File: src/rtl/tl_rx_fc_credit_tracker.sv
// tl_rx_fc_credit_tracker: per-type RX flow-control credit tracking with modular receiver-overflow check
module tl_rx_fc_credit_tracker #(
    parameter int NUM_TYPES   = 3,
    parameter int TYP_W       = 2,
    parameter int INIT_HDR_W  = 8,
    parameter int INIT_DATA_W = 12,
    parameter int HDR_W       = 12,
    parameter int DATA_W      = 16,
    parameter int TLP_DATA_W  = 10
) (
    input  logic                            clk,
    input  logic                            arst_n,
    input  logic                            fc_init_load,
    input  logic [NUM_TYPES*INIT_HDR_W-1:0]  init_hdr_creds,
    input  logic [NUM_TYPES*INIT_DATA_W-1:0] init_data_creds,
    input  logic [NUM_TYPES*2-1:0]           init_hdr_scale,
    input  logic [NUM_TYPES*2-1:0]           init_data_scale,
    input  logic                            tlp_valid,
    input  logic [TYP_W-1:0]                tlp_typ,
    input  logic [TLP_DATA_W-1:0]           tlp_data_creds,
    input  logic                            rel_valid,
    input  logic [TYP_W-1:0]                rel_typ,
    input  logic [INIT_HDR_W-1:0]           rel_hdr_creds,
    input  logic [INIT_DATA_W-1:0]          rel_data_creds,
    input  logic                            err_clr,
    output logic                            fc_active,
    output logic                            tlp_accept,
    output logic                            flow_control_error,
    output logic [NUM_TYPES-1:0]            fc_err_status,
    output logic [TYP_W-1:0]                fc_err_typ,
    output logic [NUM_TYPES*HDR_W-1:0]      hdr_creds_allocated,
    output logic [NUM_TYPES*DATA_W-1:0]     data_creds_allocated
);
    typedef enum logic {FC_IDLE, FC_ACTIVE} fc_state_t;
    fc_state_t state, state_next;
    logic [HDR_W-1:0]  hdr_alloc [NUM_TYPES];
    logic [HDR_W-1:0]  hdr_rcv   [NUM_TYPES];
    logic [HDR_W-1:0]  hdr_next  [NUM_TYPES];
    logic [HDR_W-1:0]  hdr_room  [NUM_TYPES];
    logic [HDR_W-1:0]  hdr_init  [NUM_TYPES];
    logic [DATA_W-1:0] data_alloc[NUM_TYPES];
    logic [DATA_W-1:0] data_rcv  [NUM_TYPES];
    logic [DATA_W-1:0] data_next [NUM_TYPES];
    logic [DATA_W-1:0] data_room [NUM_TYPES];
    logic [DATA_W-1:0] data_init [NUM_TYPES];
    logic [NUM_TYPES-1:0] hdr_inf, data_inf, chk, rel, ovf;
    logic active, any_ok, any_ovf;
    assign active    = state == FC_ACTIVE;
    assign fc_active = active;
    assign any_ok    = |(chk & ~ovf);
    assign any_ovf   = |(chk & ovf);
    always_comb state_next = (state == FC_IDLE && fc_init_load) ? FC_ACTIVE : state;
    always_ff @(posedge clk or negedge arst_n)
        if (!arst_n) state <= FC_IDLE;
        else         state <= state_next;
    genvar g;
    generate
        for (g = 0; g < NUM_TYPES; g++) begin : g_typ
            logic [1:0] hs, ds;
            assign hs = init_hdr_scale[g*2 +: 2];
            assign ds = init_data_scale[g*2 +: 2];
            assign hdr_init[g]  = HDR_W'(init_hdr_creds[g*INIT_HDR_W +: INIT_HDR_W]) << (hs == 2'b11 ? 4 : hs == 2'b10 ? 2 : 0);
            assign data_init[g] = DATA_W'(init_data_creds[g*INIT_DATA_W +: INIT_DATA_W]) << (ds == 2'b11 ? 4 : ds == 2'b10 ? 2 : 0);
            assign chk[g]       = active && tlp_valid && tlp_typ == TYP_W'(g);
            assign rel[g]       = active && rel_valid && rel_typ == TYP_W'(g);
            assign hdr_next[g]  = hdr_rcv[g] + HDR_W'(1);
            assign data_next[g] = data_rcv[g] + DATA_W'(tlp_data_creds);
            assign hdr_room[g]  = hdr_alloc[g] - hdr_next[g];
            assign data_room[g] = data_alloc[g] - data_next[g];
            // A "negative" modular distance means the TLP would exceed the advertised limit
            assign ovf[g] = (!hdr_inf[g] && hdr_room[g] >= {1'b1, {(HDR_W-1){1'b0}}}) ||
                            (!data_inf[g] && tlp_data_creds != '0 && data_room[g] >= {1'b1, {(DATA_W-1){1'b0}}});
            assign hdr_creds_allocated[g*HDR_W +: HDR_W]    = hdr_alloc[g];
            assign data_creds_allocated[g*DATA_W +: DATA_W] = data_alloc[g];
        end
    endgenerate
    always_ff @(posedge clk or negedge arst_n)
        if (!arst_n) begin
            for (int i = 0; i < NUM_TYPES; i++) begin
                hdr_alloc[i]  <= '0;
                hdr_rcv[i]    <= '0;
                data_alloc[i] <= '0;
                data_rcv[i]   <= '0;
            end
            hdr_inf  <= '0;
            data_inf <= '0;
        end else if (!active) begin
            if (fc_init_load)
                for (int i = 0; i < NUM_TYPES; i++) begin
                    hdr_alloc[i]  <= hdr_init[i];
                    data_alloc[i] <= data_init[i];
                    hdr_rcv[i]    <= '0;
                    data_rcv[i]   <= '0;
                    hdr_inf[i]    <= hdr_init[i] == '0;
                    data_inf[i]   <= data_init[i] == '0;
                end
        end else
            for (int i = 0; i < NUM_TYPES; i++) begin
                if (rel[i] && !hdr_inf[i])           hdr_alloc[i]  <= hdr_alloc[i] + HDR_W'(rel_hdr_creds);
                if (rel[i] && !data_inf[i])          data_alloc[i] <= data_alloc[i] + DATA_W'(rel_data_creds);
                if (chk[i] && !ovf[i] && !hdr_inf[i])  hdr_rcv[i]  <= hdr_next[i];
                if (chk[i] && !ovf[i] && !data_inf[i]) data_rcv[i] <= data_next[i];
            end
    always_ff @(posedge clk or negedge arst_n)
        if (!arst_n) begin
            tlp_accept         <= 1'b0;
            flow_control_error <= 1'b0;
            fc_err_status      <= '0;
            fc_err_typ         <= '0;
        end else begin
            tlp_accept         <= any_ok;
            flow_control_error <= any_ovf;
            if (any_ovf) begin
                fc_err_status <= (err_clr ? '0 : fc_err_status) | (chk & ovf);
                if (err_clr || fc_err_status == '0) fc_err_typ <= tlp_typ;
            end else if (err_clr) begin
                fc_err_status <= '0;
                fc_err_typ    <= '0;
            end
        end
endmodule

File: config.mk
export PLATFORM = sky130hd
export DESIGN_NAME = tl_rx_fc_credit_tracker
export DESIGN_NICKNAME = d
export VERILOG_FILES = /design/src/rtl/tl_rx_fc_credit_tracker.sv
export SDC_FILE = /design/constraint.sdc
export NUM_CORES = 1
export LEC_CHECK = 0
export BUFFER_PORTS_ARGS = -buffer_cell sky130_fd_sc_hd__clkbuf_2
export CORE_UTILIZATION = 38
export DETAILED_ROUTE_END_ITERATION = 6
export GPL_TIMING_DRIVEN = 0
export PLACE_DENSITY = 0.61
export SYNTH_ARGS = -nofsm -noshare
export SYNTH_HDL_FRONTEND = slang
export SYNTH_SLANG_ARGS = --single-unit
File: constraint.sdc
create_clock -name clk -period 7.4 [get_ports clk]
set_input_delay 2.22 -clock clk [delete_from_list [all_inputs] [get_ports clk]]
set_output_delay 2.22 -clock clk [all_outputs]
set_load 0.01 [all_outputs]
## Yosys cells after proc, flatten, opt, wreduce, memory -nomap -nowiden

Cells that the tools add are included.

| operators by class | value |
|---|---|
| add/subtract/negate cells | 18 |
| multipliers | 0 |
| divide/modulo/power cells | 0 |
| order comparisons | 6 |
| equality and inequality tests | 29 |
| shift operators | 6 |
| muxes and demuxes | 37 |
| bitwise operators | 5 |
| reduce and logical (&&, ||, !) cells | 74 |

Operator list:

| operator | number |
|---|---|
| 2-to-1 mux 48 bit | 4 |
| 2-to-1 mux 36 bit | 4 |
| 2-to-1 mux 16 bit | 6 |
| 2-to-1 mux 12 bit | 6 |
| adder 16 x 10 -> 16 bit | 3 |
| adder 16 x 12 -> 16 bit | 3 |
| >= comparator 16 bit (second input constant) | 3 |
| logical NOT 16 bit | 3 |
| << shifter 12 x 3 -> 16 bit | 3 |
| subtractor 16 bit | 3 |
| adder 12 x 1 -> 12 bit (second input constant) | 3 |
| adder 12 x 8 -> 12 bit | 3 |
| >= comparator 12 bit (second input constant) | 3 |
| logical NOT 12 bit | 3 |
| << shifter 8 x 3 -> 12 bit | 3 |
| subtractor 12 bit | 3 |
| logical AND 1 bit | 33 |
| equality test 2 bit (second input constant) | 14 |
| AND reduction 2 bit | 14 |
| != test 2 x 1 -> 1 bit (second input constant) | 13 |
| 2-to-1 mux 3 bit | 8 |
| 2-to-1 mux 2 bit | 9 |
| nonzero test 10 bit | 1 |
| logical NOT 1 bit | 9 |
| other kinds (10) | 18 |

| storage, ports and cells | value |
|---|---|
| register bits after elaboration | 182 |
| bits in latches | 0 |
| memory bits (writable) | 0 |
| memory bits (read-only) | 0 |
| output and inout port bits | 92 |
| word-level logic and storage cells | 194 |
| memories kept | 0 |

## Depth between registers and ports, before layout

Gate-level depths: netlist of run 1.

| depth | value |
|---|---|
| depth after elaboration | 10 |
| mapped depth | 23 |
| depth with buffers taken out | 21 |

## Least setup slack after synthesis of run 1

No wires, ideal clock.

| timing path | value |
|---|---|
| path type | input-to-reg |
| from | input port tlp_data_creds[0] |
| to | register hdr_rcv[18] (netlist bit) |
| library setup time | 0.120 ns |
| arrival time | 6.311 ns |
| required time | 7.280 ns |
| setup slack | 0.969 ns |
| stages on the path | 21 |
| buffers on the path | 2 |
| cells stage by stage | ha_1 -> fa_1 -> a21o_1 -> a21oi_1 -> o21bai_1 -> a21oi_1 -> o21ai_0 -> a21o_1 -> a21oi_1 -> xnor2_1 -> ha_1 -> and4_1 -> o211ai_1 -> o21bai_1 -> and3b_1 -> nor4_1 -> and3b_1 -> or4_1 -> buf_2 -> buf_2 -> a31o_2 |

| between the ends | value |
|---|---|
| longest elaborated chain between the ends | 10 |
| elaborated cells between the ends (all ways) | 12 |

Ends and longest elaborated chain:

| element | line | text |
|---|---|---|
| from (decl) | 20 | `input logic [TLP_DATA_W-1:0] tlp_data_creds,` |
| adder 16 x 10 -> 16 bit | 67 | `assign data_next[g] = data_rcv[g] + DATA_W'(tlp_data_creds);` |
| subtractor 16 bit | 69 | `assign data_room[g] = data_alloc[g] - data_next[g];` |
| >= comparator 16 bit | 72 | `(!data_inf[g] && tlp_data_creds != '0 && data_room[g] >= {1'b1, {(DATA_W-1){1'b0}}});` |
| logical AND 1 bit (*) | 72 |  |
| logical OR 1 bit (*) | 71 | `assign ovf[g] = (!hdr_inf[g] && hdr_room[g] >= {1'b1, {(HDR_W-1){1'b0}}}) \|\|` |
| logical NOT 1 bit (*) | 101 | `if (chk[i] && !ovf[i] && !hdr_inf[i]) hdr_rcv[i] <= hdr_next[i];` |
| logical AND 1 bit (*) (2 in series) | 101 |  |
| != test 2 x 1 -> 1 bit (no source line) (*) | -- |  |
| AND reduction 2 bit (no source line) (*) | -- |  |
| to (signal, indexed assignment) | 101 |  |
| to (decl) | 37 | `logic [HDR_W-1:0] hdr_rcv [NUM_TYPES];` |

Mark *: on every way between the ends. The rest lies on a longest branch, timed or not.
A chain may end at the register's enable or synchronous reset.

## Worst setup path in the final report of run 1

| timing path | value |
|---|---|
| from | input port tlp_data_creds[0] |
| to | register data_rcv[40] (netlist bit) |

| between the ends | value |
|---|---|
| longest elaborated chain between the ends | 10 |
| elaborated cells between the ends (all ways) | 14 |

Ends and longest elaborated chain:

| element | line | text |
|---|---|---|
| adder 16 x 10 -> 16 bit | 67 |  |
| subtractor 16 bit | 69 |  |
| >= comparator 16 bit | 72 |  |
| logical AND 1 bit | 72 |  |
| logical OR 1 bit | 71 |  |
| logical NOT 1 bit | 102 | `if (chk[i] && !ovf[i] && !data_inf[i]) data_rcv[i] <= data_next[i];` |
| logical AND 1 bit (2 in series) | 102 |  |
| != test 2 x 1 -> 1 bit (no source line) | -- |  |
| AND reduction 2 bit (no source line) | -- |  |
| to (signal, indexed assignment) | 102 |  |
| to (decl) | 42 | `logic [DATA_W-1:0] data_rcv [NUM_TYPES];` |

Several ways; a longest one is shown, not always the timed one. The select of a mux whose other input is x is not followed.

==> results.md, run 1 <==
* Largest net degree at the start of global routing at 103
* Max Cap Viol at 0
* Setup Fix Bufs, Post-CTS at 0
* Global-route wire length before repair at 82810 microns
* Max Freq at 144.3 MHz
* # IOs at 204
* Port Buffer Count at 192
* Worst Path Required at 7.77 ns
* Total track usage at 0.2584
* Register area share after synthesis at 0.2888
* Slew Limit Headroom at 0.2265
* Yosys top cell by area: dfrtp_1
* Worst path arrival time at 7.30 ns
* Die Span X at 205.7 microns
* Total grt overflow at 0
* HPWL after DPL at 42800 microns
* Area contributors post-synth: dfrtp_1, ha_1, mux2i_1
* Post-synth top flop: dfrtp_1
* Clock sink count at 182
* Initial core utilization at 0.3853
* Worst VDD drop at 0.1431 mV
* Clock transition at path regs at 0.07 ns
* H-Tree Depth at 4
* Cell Pwr Density at 342.7 mW/mm^2
* DRC viols at 0
* RSZ-0062 raised after global routing: false
* DRT Pass-1 Iters at 5
* CTS tree: yes
* Worst setup path class: input pin to flop
* Vias/cell at 5.719
* Hold Slack at 0.5097 ns
* Startpoint type of the worst setup path: input pin
* Post-DRT Antenna Nets at 0
* Clock Path Buffers at 2
* Initial antenna violation count at 7
* Post-route insts no fill at 2657
* Cell Rows at 74
* Synthesis Warnings at 0
* List of most frequent post-synthesis cells: a21oi_1, dfrtp_1, nand2_1
* Clk_lat worst skew at 0.47 ns
* Setup violators final at 0
* Register bit count reported by yosys at 182
* Status: finished, final reports clean
* Tightest Pin Transition at 1.160 ns
* Top-area cell type share of the netlist area at 0.2888
* Full die area at 0.04232 sq mm
* Placer Congestion at 0.9501
* Netlist cell types at 78
* Layout cell share with drive strength beyond 1 at 0.1279
* Syn Area/Cell at 8.326 sq um
* Dpl cells at 2619
* Class of the worst hold path: flop to flop
* Mapped Cells at 1894
* Vias in the first global route at 14550
* CTS Root Cell: clkbuf_16
* Final hold vios at 0
* Slew Viols, Final at 0
* Starting DRT DRC Count at 975
* Via count at 15200
* Post-synth EDFFs at 0
* Syn Nets at 2186
* Leak at 8.314 nW
* Final net count at 2398
* Final wirelength at 54410 microns
* Worst Setup End Kind: flop
* Worst Skew at 0.01885 ns
* Num CTS Buffers at 17
* Post-synthesis async set-or-reset flop share at 1.000
* Area grow syn2layout at 15.08%
* Period utilization at 0.9363
* Crit path max fanout at 10
* Chip height at 205.7 microns
* CTS Hold Buffers Added at 0
* Routed len/inst at 20.48 microns
* Core Area at 0.04092 sq mm
* Synth Cell Area at 0.01577 sq mm
* Tmin final at 6.929 ns
[worst paths after layout]
| check | startpoint | to | slack, ns | cells past startpoint |
|---|---|---|---|---|
| min in group asynchronous | arst_n | data_rcv[41] | 1.76 | 1 |
| setup reg to reg | data_rcv[32] | data_rcv[40] | 2.08 | 21 |
| setup / recovery | tlp_data_creds[0] | data_rcv[40] | 0.47 | 22 |
| hold / removal | data_rcv[15] | data_rcv[15] | 0.51 | 1 |
| max in group asynchronous | arst_n | hdr_creds_allocated[18] | 4.68 | 2 |
| hold reg to reg | data_rcv[15] | data_rcv[15] | 0.51 | 1 |
[worst max-delay path: stages]
cell,delay [ns]
clkbuf_2,0.18
ha_1,0.28
fa_1,0.42
a21o_1,0.19
a21oi_1,0.24
nor2b_1,0.08
o21a_1,0.20
o41ai_2,0.34
o21ai_0,0.23
nand2_1,0.17
xnor2_1,0.08
ha_1,0.19
a2111oi_0,0.42
o221ai_1,0.19
o21ai_1,0.23
xor2_1,0.11
xnor2_1,0.48
a221o_1,0.39
buf_4,0.25
buf_4,0.21
nand3_1,0.09
o21ai_0,0.11
[what timing repair did]
action                                  4_1_cts  5_1_grt
endpoints found under the hold margin         0        0
endpoints found under the setup margin        0       29
gates resized for setup                       0        3
[sequential cells by signal, summed over array words and instances (netlist names)]
register	cells
hdr_rcv	36
fc_active	1
hdr_inf	3
tlp_accept	1
data_rcv	48
flow_control_error	1
hdr_creds_allocated	36
fc_err_typ	2
fc_err_status	3
data_inf	3
data_creds_allocated	48
[routing by layer]
layer  global-route usage  routed length (microns)  share of wire  vias to the layer above
met4               0.1061                     1914          0.035                        2
met5                    0                       13        0.00024                        -
met3              0.03944                     2913          0.054                       87
met2               0.4246                    25740           0.47                      467
met1               0.3369                    23830           0.44                     7338
li1                     -                        -              -                     7302
[final cells by class]
cell class	count	area (sq um)
fill	4116	22780
multi-input combinational	1552	10600
sequential	182	4554
timing repair buffer	193	997.2
tap	532	665.6
clock buffer	18	429.2
buffer	81	335.3
inverter	79	296.5
clock inverter	14	255.2
antenna	6	15.01
[placed cells by master (no fill, tap or decap), drive strengths merged, types with 8 or more instances in the layout]
master    n
nand4    27
inv      79
nor2b    30
buf      22
nor4      8
a221oi   10
and3     15
o21ai   174
xnor2    62
or3      10
dfrtp   182
clkbuf  270
ha      171
mux2i    92
a211oi   15
nand3    80
a31o     12
o21a     24
and2      9
nor3     28
mux2     13
nand2b   12
a21o     30
nand2   181
a31oi    10
a21oi   183
xor2     50
o211ai   22
and4     13
fa        9
nor2    164
[stage by stage]
stage	TNS [ns]	utilization	worst slack (ns)	power [mW]	cell area [sq um]
after global routing	0	0.4434	0.07476	6.773	18150
after global placement	-0.8640	0.4251	-0.1242	4.999	17400
after floorplan	0	-	0.9690	4.086	15770
after CTS	0	0.4427	0.3657	6.215	18120
final	0	0.4434	0.4712	6.219	18150
after detailed placement	-0.6299	0.4260	-0.1015	5.091	17430
[power breakdown]
| group | internal, mW | switching [mW] | total, mW | leakage [nW] |
|---|---|---|---|---|
| Clock | 0.666 | 0.430 | 1.10 | 0.334 |
| Sequential | 1.28 | 0.411 | 1.69 | 2.29 |
| Combinational | 1.53 | 1.91 | 3.43 | 5.70 |
| Total | 3.47 | 2.75 | 6.22 | 8.31 |
[cell families (layout without fill, tap and decap cells)]
| group | after synthesis | after routing | share of synthesized area |
|---|---|---|---|
| AND/OR/NAND/NOR | 603 | 603 | 0.1812 |
| AO/OA/AOI/OAI | 552 | 552 | 0.2126 |
| flip-flops | 182 | 182 | 0.2888 |
| adder cells (fa/ha/maj) | 180 | 180 | 0.1471 |
| buffers and inverters | 160 | 385 | 0.03991 |
| XOR/XNOR | 112 | 112 | 0.06268 |
| multiplexers | 105 | 105 | 0.06768 |
| other | 0 | 6 | 0 |
(Power assumes the default switching activity.)
==> run 2: changes to the inputs <==
Settings changed: ABC_AREA set to 1, RECOVER_POWER set to 25.
==> run 2 against run 1 <==
Effect of this change:
- the flow now finishes with violations (design-rule violations, max-capacitance violations, max-slew violations)
- flip-flop and latch count stayed put
- design area is 0.25% higher
- area after synthesis is 0.50% higher
- fmax is 11% higher
- power is 7.2% higher
- highest routed layer unchanged
==> results.md, run 2 <==
* Status: complete, but fails checks
* Failing checks: design-rule violations, max-capacitance violations, max-slew violations
* Die Span X at 206.2 microns
* Clock transition at path regs at 0.07 ns
* RR Startpoint: data_rcv[16]
* Placed Area at 0.01758 sq mm
* Post-synthesis async set-or-reset flop share at 1.000
* Gate power share at 0.571
* # IOs at 204
* Clk_lat worst skew at 0.47 ns
* RSZ-0062 raised after global routing: false
* DRT Pass-1 Iters at 7
* R2R cell count at 29
* Area grow syn2layout at 14.80%
* Via count at 15810
* Worst Path Required at 7.74 ns
* RR Endpoint: hdr_rcv[15]
* Layout cell share with drive strength beyond 1 at 0.1356
* Most frequent cells in the layout: nand2_1, inv_1, clkbuf_2, o21ai_0, dfrtp_1
* Syn Nets at 2424
* Syn Area/Cell at 7.433 sq um
* Register bit count reported by yosys at 182
* Clk pwr share at 0.154
* Initial core utilization at 0.3864
* Sum of negative setup slack at 0 ns
* Netlist cell types at 54
* Final Cell Area at 0.01819 sq mm
* Max Cap Viol at 1
* Final net count at 2646
* Int Power at 3.478 mW
* Num CTS Buffers at 17
* Synthesis Warnings at 0
* Max Freq at 160.0 MHz
* Sw frac at 0.4783
* Area contributors post-synth: dfrtp_1, ha_1, nand2_1
* Clock Path Buffers at 2
* Worst Skew at 0.01135 ns
* Port Buffer Count at 201
* Yosys top cell by area: dfrtp_1
* Largest net degree at the start of global routing at 102
* Leak at 9.104 nW
* CTS tree: yes
* H-Tree Depth at 4
* Critical path depth at 30
* Starting DRT DRC Count at 1154
* Class of the worst hold path: flop to flop
* Slew Limit Headroom at -0.8704
* Mapped Cells at 2132
* Tightest Pin Transition at 2.806 ns
* Slowest library cell on the worst path: fa_1
* Post-DRT Antenna Nets at 0
* Setup Fix Bufs, Post-CTS at 0
* Most used cell, CP: nand2_1
* HPWL after DPL at 44490 microns
* Slowest stage delay, CP at 0.42 ns
* Post-synth top flop: dfrtp_1
* Initial antenna violation count at 5
* Synth Cell Area at 0.01585 sq mm
* Total grt overflow at 0
* Final wirelength at 55850 microns
* Top-count cell post-synth: nand2_1
* Worst Setup EP: hdr_rcv[15]
* CP top delay family: simple AND/OR/NAND/NOR gates
* Hold Slack at 0.5162 ns
* Total track usage at 0.2670
* Vias/cell at 5.451
* Startpoint type of the worst setup path: input pin
* DRC viols at 30
* Worst Setup SP: tlp_data_creds[0]
* Placer Congestion at 0.9501
* Chip height at 206.2 microns
* Worst reg2reg setup slack at 2.76 ns
* Slew Viols, Final at 101
* Worst path arrival time at 6.59 ns
* Switching Power at 3.189 mW
* Post-synth EDFFs at 0
* Post_cts resized at 0
* Setup violators final at 0
* Full die area at 0.04252 sq mm
* Global-route wire length before repair at 85870 microns
* Core Area at 0.04102 sq mm
* Vias in the first global route at 15150
* Clock sink count at 182
* List of most frequent post-synthesis cells: nand2_1, inv_1, o21ai_0
* Seq pwr share at 0.275
* Commonest non-fill, non-tap cell in the layout: nand2_1
* Worst VDD drop at 0.1694 mV
* CP Buf/Inv Count at 4
* Cell Pwr Density at 366.5 mW/mm^2
* Worst Setup End Kind: flop
* Dpl cells at 2867
* Cell Rows at 74
* Final hold vios at 0
* Routed len/inst at 19.25 microns
* Top-area cell type share of the netlist area at 0.2874
* Register area share after synthesis at 0.2874
* Post-route insts no fill at 2901
* Crit path max fanout at 10
* CTS Root Cell: clkbuf_16
* Tmin final at 6.249 ns
* CTS Hold Buffers Added at 0
* Period utilization at 0.8444
* Worst setup path class: input pin to flop
run 2: how the worst min path moves through the flow:
| stage | start | end | cells after the start |
|---|---|---|---|
| detailed placement | data_rcv[16] | data_rcv[16] | 2 |
| global placement | data_rcv[32] | data_rcv[32] | 2 |
| finish | data_rcv[16] | data_rcv[16] | 2 |
| CTS | data_rcv[16] | data_rcv[16] | 2 |
| global route | data_rcv[16] | data_rcv[16] | 2 |
| floorplan | hdr_inf[2] | hdr_inf[2] | 2 |
run 2: area by class of cell:
type | count | area [sq um]
Antenna cell | 2 | 5.005
Buffer | 60 | 289.0
Clock buffer | 18 | 439.2
Clock inverter | 14 | 197.7
Fill cell | 4285 | 22820
Inverter | 259 | 972.2
Multi-Input combinational cell | 1631 | 10030
Sequential cell | 182 | 4554
Tap cell | 532 | 665.6
Timing Repair Buffer | 203 | 1037
run 2: logic make-up (layout without fill, tap and decap cells):
group                      Yosys count  in the layout  synth area share
DFF                                182            182            0.2874
other                                0              2                 0
xor gates and xnor gates           107            107           0.05913
AOI/OAI and AO/OA                  541            541            0.1997
adders and majority gates          180            180            0.1464
and+or+nand+nor                    803            803            0.2278
buffers and inverters              319            554           0.07958
run 2: per-stage QoR:
| step | utilization | setup slack, ns | power, mW |
|---|---|---|---|
| detailed placement | 0.4287 | 0.6834 | 5.639 |
| finish | 0.4435 | 1.151 | 6.667 |
| global route | 0.4435 | 0.7665 | 7.359 |
| global placement | 0.4271 | 0.1425 | 5.520 |
| CTS | 0.4442 | 1.141 | 6.687 |
| floorplan | - | 1.910 | 4.489 |
run 2: power groups by stage:
stage	Sequential, mW	Combinational [mW]	Clock (mW)
detailed placement	1.85	3.79	0
global route	1.88	4.40	1.08
CTS	1.83	3.81	1.04
finish	1.83	3.81	1.03
global placement	1.85	3.67	0
floorplan	1.75	2.74	0
run 2: worst min-delay path: stages (launching register included):
cell,delay (ns)
dfrtp_1,0.35
nand3_1,0.08
nand2_1,0.06
run 2: layer usage:
layer	wire, microns	vias up	GRT usage
met2	25900	490	0.4395
met4	1908	6	0.09848
li1	-	7777	-
met3	2920	85	0.03832
met1	25090	7456	0.3536
met5	29	-	0
